File: config.mk
export PLATFORM = sky130hd
export DESIGN_NAME = multiport_register_file
export DESIGN_NICKNAME = d
export VERILOG_FILES = /design/src/rtl/multiport_register_file.sv
export SDC_FILE = /design/constraint.sdc
export NUM_CORES = 1
export LEC_CHECK = 0
export CELL_PAD_IN_SITES_DETAIL_PLACEMENT = 2
export CELL_PAD_IN_SITES_GLOBAL_PLACEMENT = 2
export CORE_ASPECT_RATIO = 1.1
export CORE_MARGIN = 2
export CORE_UTILIZATION = 39
export DETAILED_ROUTE_END_ITERATION = 12
export DONT_BUFFER_PORTS = 1
export PLACE_DENSITY_LB_ADDON = 0.1
export SLEW_MARGIN = 20
export SYNTH_ARGS = -nofsm -noshare
export SYNTH_HDL_FRONTEND = slang
export SYNTH_SLANG_ARGS = --single-unit
File: constraint.sdc
create_clock -name clock -period 2.9 [get_ports clock]
set_input_delay 0.145 -clock clock [delete_from_list [all_inputs] [get_ports clock]]
set_output_delay 0.145 -clock clock [all_outputs]
set_load 0.01 [all_outputs]
File: src/rtl/multiport_register_file.sv
// Parametrised register file: 2^ADDR_W x DATA_W, two combinational read ports,
// two prioritised write ports, optional write-to-read bypass and a per-register
// pending-write scoreboard for the hazard unit. Register 0 reads as zero.
module multiport_register_file #(
    parameter int DATA_W = 16,
    parameter int ADDR_W = 2,
    parameter int BYPASS = 1
) (
    input  logic              clock,
    input  logic              reset_n,
    input  logic [ADDR_W-1:0] RR1,
    input  logic [ADDR_W-1:0] RR2,
    output logic [DATA_W-1:0] RD1,
    output logic [DATA_W-1:0] RD2,
    input  logic [ADDR_W-1:0] WR1,
    input  logic [DATA_W-1:0] WD1,
    input  logic              RegWrite1,
    input  logic [ADDR_W-1:0] WR2,
    input  logic [DATA_W-1:0] WD2,
    input  logic              RegWrite2,
    input  logic              IssueEn,
    input  logic [ADDR_W-1:0] IssueReg,
    output logic              Busy1,
    output logic              Busy2
);

    localparam int DEPTH = 1 << ADDR_W;

    logic [DEPTH-1:0][DATA_W-1:0] regs;
    logic [DEPTH-1:0]             pending;

    // Effective write enables: writes aimed at register 0 are dropped here so
    // they neither update storage, clear a pending bit nor get forwarded.
    logic we1, we2, issue;
    assign we1   = RegWrite1 && (WR1 != '0);
    assign we2   = RegWrite2 && (WR2 != '0);
    assign issue = IssueEn && (IssueReg != '0);

    // Storage and scoreboard update; port 2 (younger) wins a same-target write,
    // and a new issue beats a completing write on the same register.
    always_ff @(posedge clock) begin
        if (!reset_n) begin
            regs    <= '0;
            pending <= '0;
        end else begin
            for (int i = 1; i < DEPTH; i++) begin
                if (we2 && (WR2 == ADDR_W'(i)))
                    regs[i] <= WD2;
                else if (we1 && (WR1 == ADDR_W'(i)))
                    regs[i] <= WD1;

                if (issue && (IssueReg == ADDR_W'(i)))
                    pending[i] <= 1'b1;
                else if ((we1 && (WR1 == ADDR_W'(i))) || (we2 && (WR2 == ADDR_W'(i))))
                    pending[i] <= 1'b0;
            end
        end
    end

    // Forwarding hits per read port (only meaningful when bypass is enabled).
    logic hit1_w1, hit1_w2, hit2_w1, hit2_w2;
    assign hit1_w1 = we1 && (WR1 == RR1);
    assign hit1_w2 = we2 && (WR2 == RR1);
    assign hit2_w1 = we1 && (WR1 == RR2);
    assign hit2_w2 = we2 && (WR2 == RR2);

    // Read port 1: stored value, optionally forwarded; zero for reg 0 and in reset.
    always_comb begin
        RD1   = regs[RR1];
        Busy1 = pending[RR1];
        if (BYPASS != 0) begin
            if (hit1_w2) begin
                RD1   = WD2;
                Busy1 = 1'b0;
            end else if (hit1_w1) begin
                RD1   = WD1;
                Busy1 = 1'b0;
            end
        end
        if (!reset_n || (RR1 == '0)) begin
            RD1   = '0;
            Busy1 = 1'b0;
        end
    end

    // Read port 2: same rules as port 1.
    always_comb begin
        RD2   = regs[RR2];
        Busy2 = pending[RR2];
        if (BYPASS != 0) begin
            if (hit2_w2) begin
                RD2   = WD2;
                Busy2 = 1'b0;
            end else if (hit2_w1) begin
                RD2   = WD1;
                Busy2 = 1'b0;
            end
        end
        if (!reset_n || (RR2 == '0)) begin
            RD2   = '0;
            Busy2 = 1'b0;
        end
    end

endmodule

Word-level counts from Yosys, hierarchy flattened

Cells that the tools add are included.

Register bits after elaboration: 51
Input port bits: 47
Output and inout port bits: 34
Logic and storage cells: 86

Magnitude comparators: 2
Equality and inequality tests: 13
Multiplexer cells: 32
Reduce and logical (&&, ||, !) cells: 33

Operators with widths:

| operator           | count |
|---|---|
| $mux 16            | 14 |
| $bmux 16 s2        | 2 |
| $reduce_bool 2->1  | 9 |
| $logic_and 1x1->1  | 16 |
| $mux 1             | 14 |
| $eq 2x2->1 const B | 6 |
| $eq 2x2->1         | 4 |
| $eq 2x1->1 const B | 3 |
| $lt 2x3->1 const B | 2 |
| $logic_or 1x1->1   | 5 |
| $bmux 1 s2         | 2 |
| $logic_not 2->1    | 2 |
| $logic_not 1->1    | 1 |

Logic depth before layout (Yosys ltp)

Gate-level depths: netlist of the first run.

Depth after elaboration: 6
Gate-level depth with buffers: 7
Gate-level depth less buffers: 4

Worst setup path after synthesis of the first run

Ideal clock, no wire load.

Path kind: in2out
Start point: input port RR1[1]
End point: output port RD1[10]
Arrival time: 1.563 ns
Setup slack: 1.192 ns
Stages: 7
Path through: buf_2 > and2_1 > buf_2 > o2111ai_2 > buf_2 > nand3_1 > a311oi_1

Word-level cells in the longest chain between the ends: 5
Elaborated cells on any way between the ends: 11
Those cells by class: eq/ne (2); mux (5); reduce/logical (4)

Ends and longest elaborated chain:

| element                                                                   | line   | source |
|---|---|---|
| start: declaration                                                        | 11     | `input logic [ADDR_W-1:0] RR1,` |
| $bmux 16 s2 / $eq 2x2->1 (equally long branches)                          | 69, 62 |  |
| $mux 16 (implied by the code) / $logic_and 1x1->1 (equally long branches) | 69, 62 |  |
| $mux 16                                                                   | 75     | `end else if (hit1_w1) begin` |
| $mux 16                                                                   | 72     | `if (hit1_w2) begin` |
| $mux 16 *                                                                 | 80     | `if (!reset_n \|\| (RR1 == '0)) begin` |
| end: declaration                                                          | 13     | `output logic [DATA_W-1:0] RD1,` |

Every way passes the cells marked *; elsewhere a longest branch is shown, timed or not. The select of a mux whose other input is x is not followed.

Worst setup path after layout of the first run

Start point: input port RegWrite2
End point: output port RD2[13]

Word-level cells in the longest chain between the ends: 4

Ends and longest elaborated chain:

| element            | line | source |
|---|---|---|
| start: declaration | 20   | `input logic RegWrite2,` |
| $logic_and 1x1->1  | 36   | `assign we2 = RegWrite2 && (WR2 != '0);` |
| $logic_and 1x1->1  | 65   | `assign hit2_w2 = we2 && (WR2 == RR2);` |
| $mux 16            | 91   | `if (hit2_w2) begin` |
| $mux 16            | 99   | `if (!reset_n \|\| (RR2 == '0)) begin` |
| end: declaration   | 14   | `output logic [DATA_W-1:0] RD2,` |

No other way between the ends.

==> results of run 1 <==
routing by layer:
layer  up-vias  routed length [um]
li1       1970                   -
met1      2238                7130
met2       116                8860
met3        28                 652
met4         0                 334
met5         -                   0
final timing paths:
check,endpoint,slack [ps]
worst max-delay path,RD2[13],750
worst min-delay path,pending[2],-0.2
worst max register to register,regs[31],1580
worst min register to register,pending[2],540
placed cells by master (no fill, tap or decap), types with 5 or more instances in the layout:
| cell type | instances |
|---|---|
| a21oi_1 | 16 |
| o211a_1 | 48 |
| o21ai_0 | 19 |
| a31oi_1 | 16 |
| buf_4 | 46 |
| dlygate4sd3_1 | 20 |
| mux2i_1 | 50 |
| nand3b_1 | 6 |
| nand3_1 | 24 |
| or4_1 | 16 |
| clkbuf_8 | 5 |
| dfxtp_1 | 51 |
| inv_1 | 19 |
| o22ai_1 | 33 |
| a311oi_1 | 16 |
| nor2_1 | 35 |
| nand2_1 | 85 |
metrics by stage:
stage / setup WS [ps] / std cells / area [sq um]
6_report: 748 / 660 / 4580
5_1_grt: 622 / 660 / 4580
4_1_cts: 808 / 660 / 4580
3_5_place_dp: 908 / 631 / 4220
3_3_place_gp: 942 / 631 / 4220
2_1_floorplan: 1190 / 519 / 3980
registers in the layout, summed over array words and instances, names as in the netlist:
register,count
regs,48
pending,3
where the power goes:
group	switching (mW)	total, mW	internal (mW)	leakage [nW]
Clock	0.272	0.618	0.346	0.0654
Combinational	0.274	0.501	0.226	1.96
Sequential	0.0415	0.790	0.748	0.419
synth_stat cells, types with 2 or more instances:
cell	n	area share (%)
nand2_1	85	8.0
inv_1	19	1.8
dfxtp_1	51	26
a31oi_1	16	2.5
a21boi_0	2	0.38
nor2b_1	2	0.31
and3_1	2	0.31
nand3b_1	6	1.1
nand2b_1	3	0.47
nand3_1	24	3.0
clkbuf_1	31	2.9
or4_1	16	3.0
xor2_1	3	0.66
o21ai_0	19	2.4
buf_4	4	0.76
buf_2	15	1.9
a21oi_1	16	2.0
a311oi_1	16	3.5
o211a_1	48	12
xnor2_1	2	0.44
nor2_1	35	3.3
nor4bb_1	2	0.50
o22ai_1	33	5.2
buf_6	3	0.85
and2_1	3	0.47
mux2i_1	50	13
critical path, delay by kind of cell:
| family | cells | cell delay [ps] |
|---|---|---|
| AOI/OAI and AO/OA | 3 | 1150 |
| buffers and inverters | 2 | 530 |
| and+or+nand+nor | 1 | 170 |
what timing repair did:
item                      in CTS  in global routing
hold endpoints to repair      51                  0
gates resized for setup        0                  0
hold buffers                  21                  0
cells by family (layout without fill, tap and decap cells):
logic type | Yosys count | after routing
and+or+nand+nor | 180 | 180
AOI/OAI and AO/OA | 160 | 160
buffers and inverters | 73 | 94
DFF | 51 | 51
muxes | 50 | 50
xor gates and xnor gates | 5 | 5
area by class of cell:
type	instances	area, sq um	area share [%]
clock buffers	6	72.6	1.58
well taps	120	150	3.28
clock inverters	2	60.1	1.31
inverters	19	71.3	1.56
repair buffers	67	573	12.5
multi-input cells	395	2640	57.5
flip-flops and latches	51	1020	22.3
==> flow_summary.toml, run 1 <==
[status]
status = "finished, violations left"
violations = "hold timing"

[detailed_routing]
vias_per_cell = 6.59
vias = 4352
wl_per_cell_um = 25.7
ant_nets = 0
drtPass1Iterations = 4
wirelength_um = 17000
drt_iter0_markers = 190
route.detailed.drc = 0

[sta]
setup_viol = 0
maxSlewHeadroom_pct = 40.7
fin_skew_ps = 0
setup-tns-final_ps = 0
worst_pin_slew_ps = 890
fin_crit_ps = 2150
whs_ps = -0.193
fmax_mhz = 465
slew_viol_final = 0
period_share_pct = 74.2
rsz0062_at_grt = "no"
final-hold-violation-count = 1

[grt]
grtUsageMet1_pct = 37.5
grt_pass1_vias = 4737
grt_use_met3_pct = 3.94
top_usage_layer = "met2"
use_met2_pct = 56.8
gr-total-overflow = 0
grt_max_degree = 52
grt_pass1_wl_um = 26300
grt_antenna_before_repair = 0
grt_usage_pct = 31.1

[synth]
syn_inst = 519
synth-simple-area-share_pct = 21.1
synthXorXnorAreaFrac_pct = 1.10
synth_nets = 566
yosysUniqueCellTypes = 39
synthAdderAreaFrac_pct = 0
yosysWarnings = 0
syn_area_sq_um = 3980
synth_compound_area_share_pct = 31.3
yosysSeqAreaShare_pct = 25.7
synth_ff_type = "dfxtp_1"
synth_mux_area_share_pct = 12.6
synth_area_per_cell_sq_um = 7.66
synth_top_family_by_area = "compound AO/OA/AOI/OAI gates"
ys_async_sr_fraction_pct = 0
synth_seq_cells = 51
synth_edf_count = 0

[worst_setup_path]
critPathKind = "in -> out"
worst_setup_path_start_kind = "primary input"
slowest_delay_ps = 750
critPathRequiredTime_ps = 2760
cp-end-kind = "output pin"
crit_path_top_delay_cell = "a32oi_2"
cp_cell_sequence = "and2_1 > a32oi_2 > buf_4 > o21ai_0 > a31oi_1 > buf_4"
worstReg2RegStart = "regs[31]"
critPathArrivalTime_ps = 2010
cp-startpoint = "RegWrite2"
crit_top_cell = "buf_4"
worstRegToRegCells = 4
critPathMaxFanout = 17

[hold_path]
hold_path_class = "in -> reg"
hold_depth = 2
min_from = "IssueEn"

[placed_design]
dp_hpwl_um = 10500
numPortBuffers = 0
gp_congestion = 0.802

[floorplanning]
core.rowCount = 38
ios = 81
die_h_um = 110
start_util_pct = 40.2
die_w_um = 100
core_area_sq_um = 9890
die_area_sq_um = 11000

[cts]
clock_latency_ps = 320
post-cts-setup-buffers = 0
cts.htree.levels = 2
cts.clk_slew.worst_paths_ps = 100
clk_path_buf_depth = 2
cts_buffers = 5
cts.sinks = 51
cts_tree = "built"
cts-root-buf = "clkbuf_8"

[power_and_ir_drop]
peakVddDrop_uv = 198
leakagePower_nw = 2.44
p_per_area_nw_per_um2 = 416
power_mw = 1.91

[layout]
nFillCells = 1143
area_delta_synth_final_pct = 15.3
antenna_cells = 0
fin_util_pct = 46.4
final_nets = 586
drive_gt1_share_pct = 11.5

[flow_run]
max_cap_violations = 0
Power figures use the tool's default switching activity.
==> inputs of run 2 (changes only) <==
CORE_UTILIZATION = 33   (was 39)
clock period = 1.8 ns   (was 2.9 ns; I/O delays follow)
==> run 2 against run 1 <==
Effect of this change: the flow now finishes without violations; non-clock buffer count rose by 12; routed wire length rose by 2.8%; first-iteration DRC count rose by 26%; utilization fell by 5.8 points; largest power group unchanged; power rose by 70%; worst hold slack improved by 22 ps; via count fell by 0.80%; flip-flop and latch count did not move; clock power rose by 81%; global-route usage fell by 3.5 points.
==> flow_summary.toml, run 2 (synthesis results as in run 1) <==
[detailed_routing]
wl_per_cell_um = 24.8
route.detailed.drc = 0
vias = 4317
drtPass1Iterations = 4
drt_iter0_markers = 239
vias_per_cell = 6.12
ant_nets = 0
wirelength_um = 17500

[placed_design]
dp_hpwl_um = 11000
numPortBuffers = 0
place_area_sq_um = 4410
gp_congestion = 0.801

[cts]
cts.sinks = 51
cts.clk_slew.worst_paths_ps = 70
cts_tree = "built"
cts_buffers = 5
clock_latency_ps = 300
cts-root-buf = "clkbuf_16"
clk_path_buf_depth = 2
post-cts-setup-buffers = 0
cts.htree.levels = 2

[floorplanning]
ios = 81
core_area_sq_um = 11900
die_area_sq_um = 12900
core.rowCount = 42
die_w_um = 109
start_util_pct = 33.5
die_h_um = 119

[power_and_ir_drop]
switchingPower_mw = 0.987
leakagePower_nw = 2.54
p_sw_share_pct = 30.5
seqPwrFrac_pct = 39.3
power.share.combinational_pct = 26.0
p_per_area_nw_per_um2 = 672
intPower_mw = 2.25
pwr-share-clk_pct = 34.7
peakVddDrop_uv = 333

[layout]
final_cell_area_sq_um = 4820
antenna_cells = 0
layout_common_cells = "85 x nand2_1, 54 x buf_4, 50 x mux2i_1"
final_nets = 598
fin_util_pct = 40.6
regMostFlops = "regs"
drive_gt1_share_pct = 14.7
largest_register_ffs = 48
area_delta_synth_final_pct = 21.3
final_common_cell = "nand2_1"
largestRegisters = "regs (48), pending (3)"

[sta]
maxSlewHeadroom_pct = 53.7
setup_viol = 0
final-hold-violation-count = 0
whs_ps = 22.1
worst_pin_slew_ps = 691
fin_crit_ps = 1760
fin_skew_ps = 0
rsz0062_at_grt = "yes"
period_share_pct = 97.6
fmax_mhz = 569
slew_viol_final = 0

[worst_setup_path]
crit_path_top_delay_cell = "or4_1"
cp_cell_sequence = "o22ai_1 > or4_1 > a31oi_2 > buf_4"
cp-end-kind = "output pin"
critPathArrivalTime_ps = 1670
worst_setup_path_start_kind = "flop"
critPathRequiredTime_ps = 1710
slowest_delay_ps = 500
critPathKind = "reg -> out"
critPathMaxFanout = 3

[grt]
gr-total-overflow = 0
grt_max_degree = 52
grt_pass1_wl_um = 27100
grt_antenna_before_repair = 0
grt_usage_pct = 27.6
grt_pass1_vias = 4696

[flow_run]
max_cap_violations = 0

[status]
status = "finished, final reports clean"

[hold_path]
hold_path_class = "in -> reg"
-- run 2: changes by cell type in the layout (fill, tap and decap cells not counted) --
cell,delta
clkbuf_16,+5
buf_4,+8
clkbuf_8,-5
clkbuf_1,-1
dfxtp_2,+3
a31oi_2,+2
buf_12,+4
or4_4,+2
dfxtp_1,-3
bufinv_16,-1
or4_1,-2
a31oi_1,-2
clkinvlp_4,+1
-- run 2: power groups by stage --
stage	Clock (mW)	Combinational [mW]	Sequential [mW]
after floorplan	0	0.563	1.27
after global placement	0	0.722	1.29
after detailed placement	0	0.752	1.30
after CTS	1.15	0.839	1.27
after global routing	1.20	0.919	1.28
final	1.12	0.843	1.27
-- run 2: critical path, delay by kind of cell, from the launching register on --
family,cells,cell delay (ps)
AO/OA/AOI/OAI,2,320
buffers and inverters,1,160
flip-flops,1,390
AND/OR/NAND/NOR,1,500
-- run 2: final cells by class --
type | instances | area, sq um
timing repair buffer | 79 | 713
clock buffer | 5 | 125
tap | 154 | 193
inverter | 19 | 71.3
clock inverter | 2 | 37.5
sequential | 51 | 1020
multi-input combinational | 395 | 2660
fill | 1378 | 7060
-- run 2: metrics by stage --
step	total power [mW]	setup TNS (ps)	instances	setup slack, ps
floorplan	1.84	0	519	202
global placement	2.01	0	677	188
detailed placement	2.05	0	677	180
CTS	3.26	0	705	15.3
global route	3.40	-10.6	705	-10.6
finish	3.24	0	705	42.3
-- run 2: what timing repair did --
item | in CTS | in global routing
gates cloned | 0 | 0
endpoints found under the hold margin | 51 | 0
hold buffers | 21 | 0
pin swaps | 1 | 1
gates resized for setup | 2 | 5
endpoints found under the setup margin | 1 | 4
-- run 2: routing by layer --
metal	vias to the layer above	part of all wire (%)	global-route usage, %
met5	-	0	0
met3	27	5.5	3.50
li1	1984	-	-
met4	0	2.2	8.73
met1	2173	42	34.5
met2	133	50	48.4
-- run 2: final timing paths --
kind                     from    endpoint  slack (ps)  cells after the start
setup / recovery     regs[28]     RD2[12]          40                      4
hold / removal    IssueReg[0]  pending[2]          20                      2
setup reg to reg     regs[46]    regs[46]         460                      4
hold reg to reg    pending[2]  pending[2]         510                      2
==> inputs of run 3 (changes only) <==
CELL_PAD_IN_SITES_DETAIL_PLACEMENT = 0   (was 2)
==> run 3 against run 2 <==
Effect of this change: worst setup slack improved by 34 ps; count of clock-buffer cells in the layout increased by 1; largest power group unchanged; critical path depth unchanged; register-to-register slack improved by 20 ps; via count decreased by 4.0%; flip-flop and latch count unchanged.
==> flow_summary.toml, run 3 (synthesis results as in run 1) <==
[grt]
grt_max_degree = 52
grt_pass1_wl_um = 23800
grt_pass1_vias = 4042
grt_antenna_before_repair = 0
gr-total-overflow = 0
grt_usage_pct = 24.3

[floorplanning]
die_area_sq_um = 12900
ios = 81
die_w_um = 109
core.rowCount = 42
start_util_pct = 33.5
core_area_sq_um = 11900
die_h_um = 119

[power_and_ir_drop]
power.share.combinational_pct = 25.5
intPower_mw = 2.25
pwr-share-clk_pct = 34.8
seqPwrFrac_pct = 39.6
p_sw_share_pct = 29.6
leakagePower_nw = 2.54
p_per_area_nw_per_um2 = 666
power_mw = 3.19
switchingPower_mw = 0.945
peakVddDrop_uv = 370

[worst_setup_path]
critPathArrivalTime_ps = 1630
worst_setup_path_start_kind = "flop"
critPathMaxFanout = 3
critPathKind = "reg -> out"
critPathRequiredTime_ps = 1710
cp-end-kind = "output pin"

[layout]
regMostFlops = "regs"
seq_area_sq_um = 1020
multi_input_area_sq_um = 2640
layout.cells.non_filler = 705
layout_common_cells = "85 x nand2_1, 54 x buf_4, 51 x dfxtp_1"
area_delta_synth_final_pct = 20.7
final_common_cell = "nand2_1"
largest_register_ffs = 48
largestRegisters = "regs (48), pending (3)"
final_nets = 598
antenna_cells = 0
nFillCells = 1255
final_cell_area_sq_um = 4800
drive_gt1_share_pct = 13.4

[placed_design]
numPortBuffers = 0
place_area_sq_um = 4410
gp_congestion = 0.801
dp.cells = 677
dp_hpwl_um = 9750

[cts]
cts_tree = "built"
cts_buffers = 5
cts.clk_slew.worst_paths_ps = 70
cts-root-buf = "clkbuf_16"
cts.htree.levels = 2
cts.sinks = 51
clk_path_buf_depth = 2
clock_latency_ps = 290
post-cts-setup-buffers = 0

[sta]
maxSlewHeadroom_pct = 54.5
setup_viol = 0
period_share_pct = 95.8
fmax_mhz = 580
rsz0062_at_grt = "no"
fin_crit_ps = 1720
final-hold-violation-count = 0
slew_viol_final = 0
whs_ps = 5.85
fin_skew_ps = 0
setup-tns-final_ps = 0
worst_pin_slew_ps = 679

[detailed_routing]
wirelength_um = 15800
vias_per_cell = 5.88
drt_iter0_markers = 250
ant_nets = 0
vias = 4145
drtPass1Iterations = 4
route.detailed.drc = 0
wl_per_cell_um = 22.4

[hold_path]
hold_path_class = "in -> reg"

[status]
status = "finished, final reports clean"

[flow_run]
max_cap_violations = 0
run 3: changes by cell type in the layout (fill, tap and decap cells not counted), sizes merged:
cell	before	now
clkbuf	5	6
clkinvlp	1	0
run 3: what timing repair did:
action	4_1_cts	5_1_grt
endpoints found under the hold margin	51	0
hold buffers	21	0
gates resized for setup	0	1
endpoints found under the setup margin	0	1
run 3: cell type report:
type,instances,share of cell area [%]
Timing Repair Buffer,79,14.9
Multi-Input combinational cell,395,55.0
Clock buffer,6,2.69
Tap cell,154,4.02
Sequential cell,51,21.3
Clock inverter,1,0.626
Inverter,19,1.49
run 3: final timing paths:
check,startpoint,to,slack (ps),cells past startpoint
worst min-delay path,IssueReg[0],pending[2],6,2
worst max-delay path,regs[23],RD2[7],80,4
worst max register to register,regs[44],regs[44],480,4
worst min register to register,pending[2],pending[2],480,2
run 3: through the flow:
| stage | setup WS [ps] | utilization (%) |
|---|---|---|
| after global routing | 12.0 | 40.4 |
| after global placement | 188 | 37.1 |
| after CTS | 70.2 | 40.4 |
| after detailed placement | 205 | 37.1 |
| after floorplan | 202 | - |
| final | 76.1 | 40.4 |
run 3: layer usage:
metal,global-route usage [%],wire [um],share of wire [%]
met2,40.6,7490,47
met1,32.8,7290,46
met4,6.65,237,1.5
met3,2.79,792,5.0
met5,0,0,0
run 3: power groups by stage:
stage	clock [mW]	sequential, mW	combinational, mW
2_1_floorplan	0	1.27	0.563
3_3_place_gp	0	1.29	0.722
3_5_place_dp	0	1.29	0.732
4_1_cts	1.14	1.26	0.811
5_1_grt	1.19	1.28	0.888
6_report	1.11	1.27	0.815
run 3: critical path, stage by stage (launching register included):
cell     delay (ps)
dfxtp_1         370
o22ai_1         100
or4_1           530
a31oi_1         190
buf_4           140
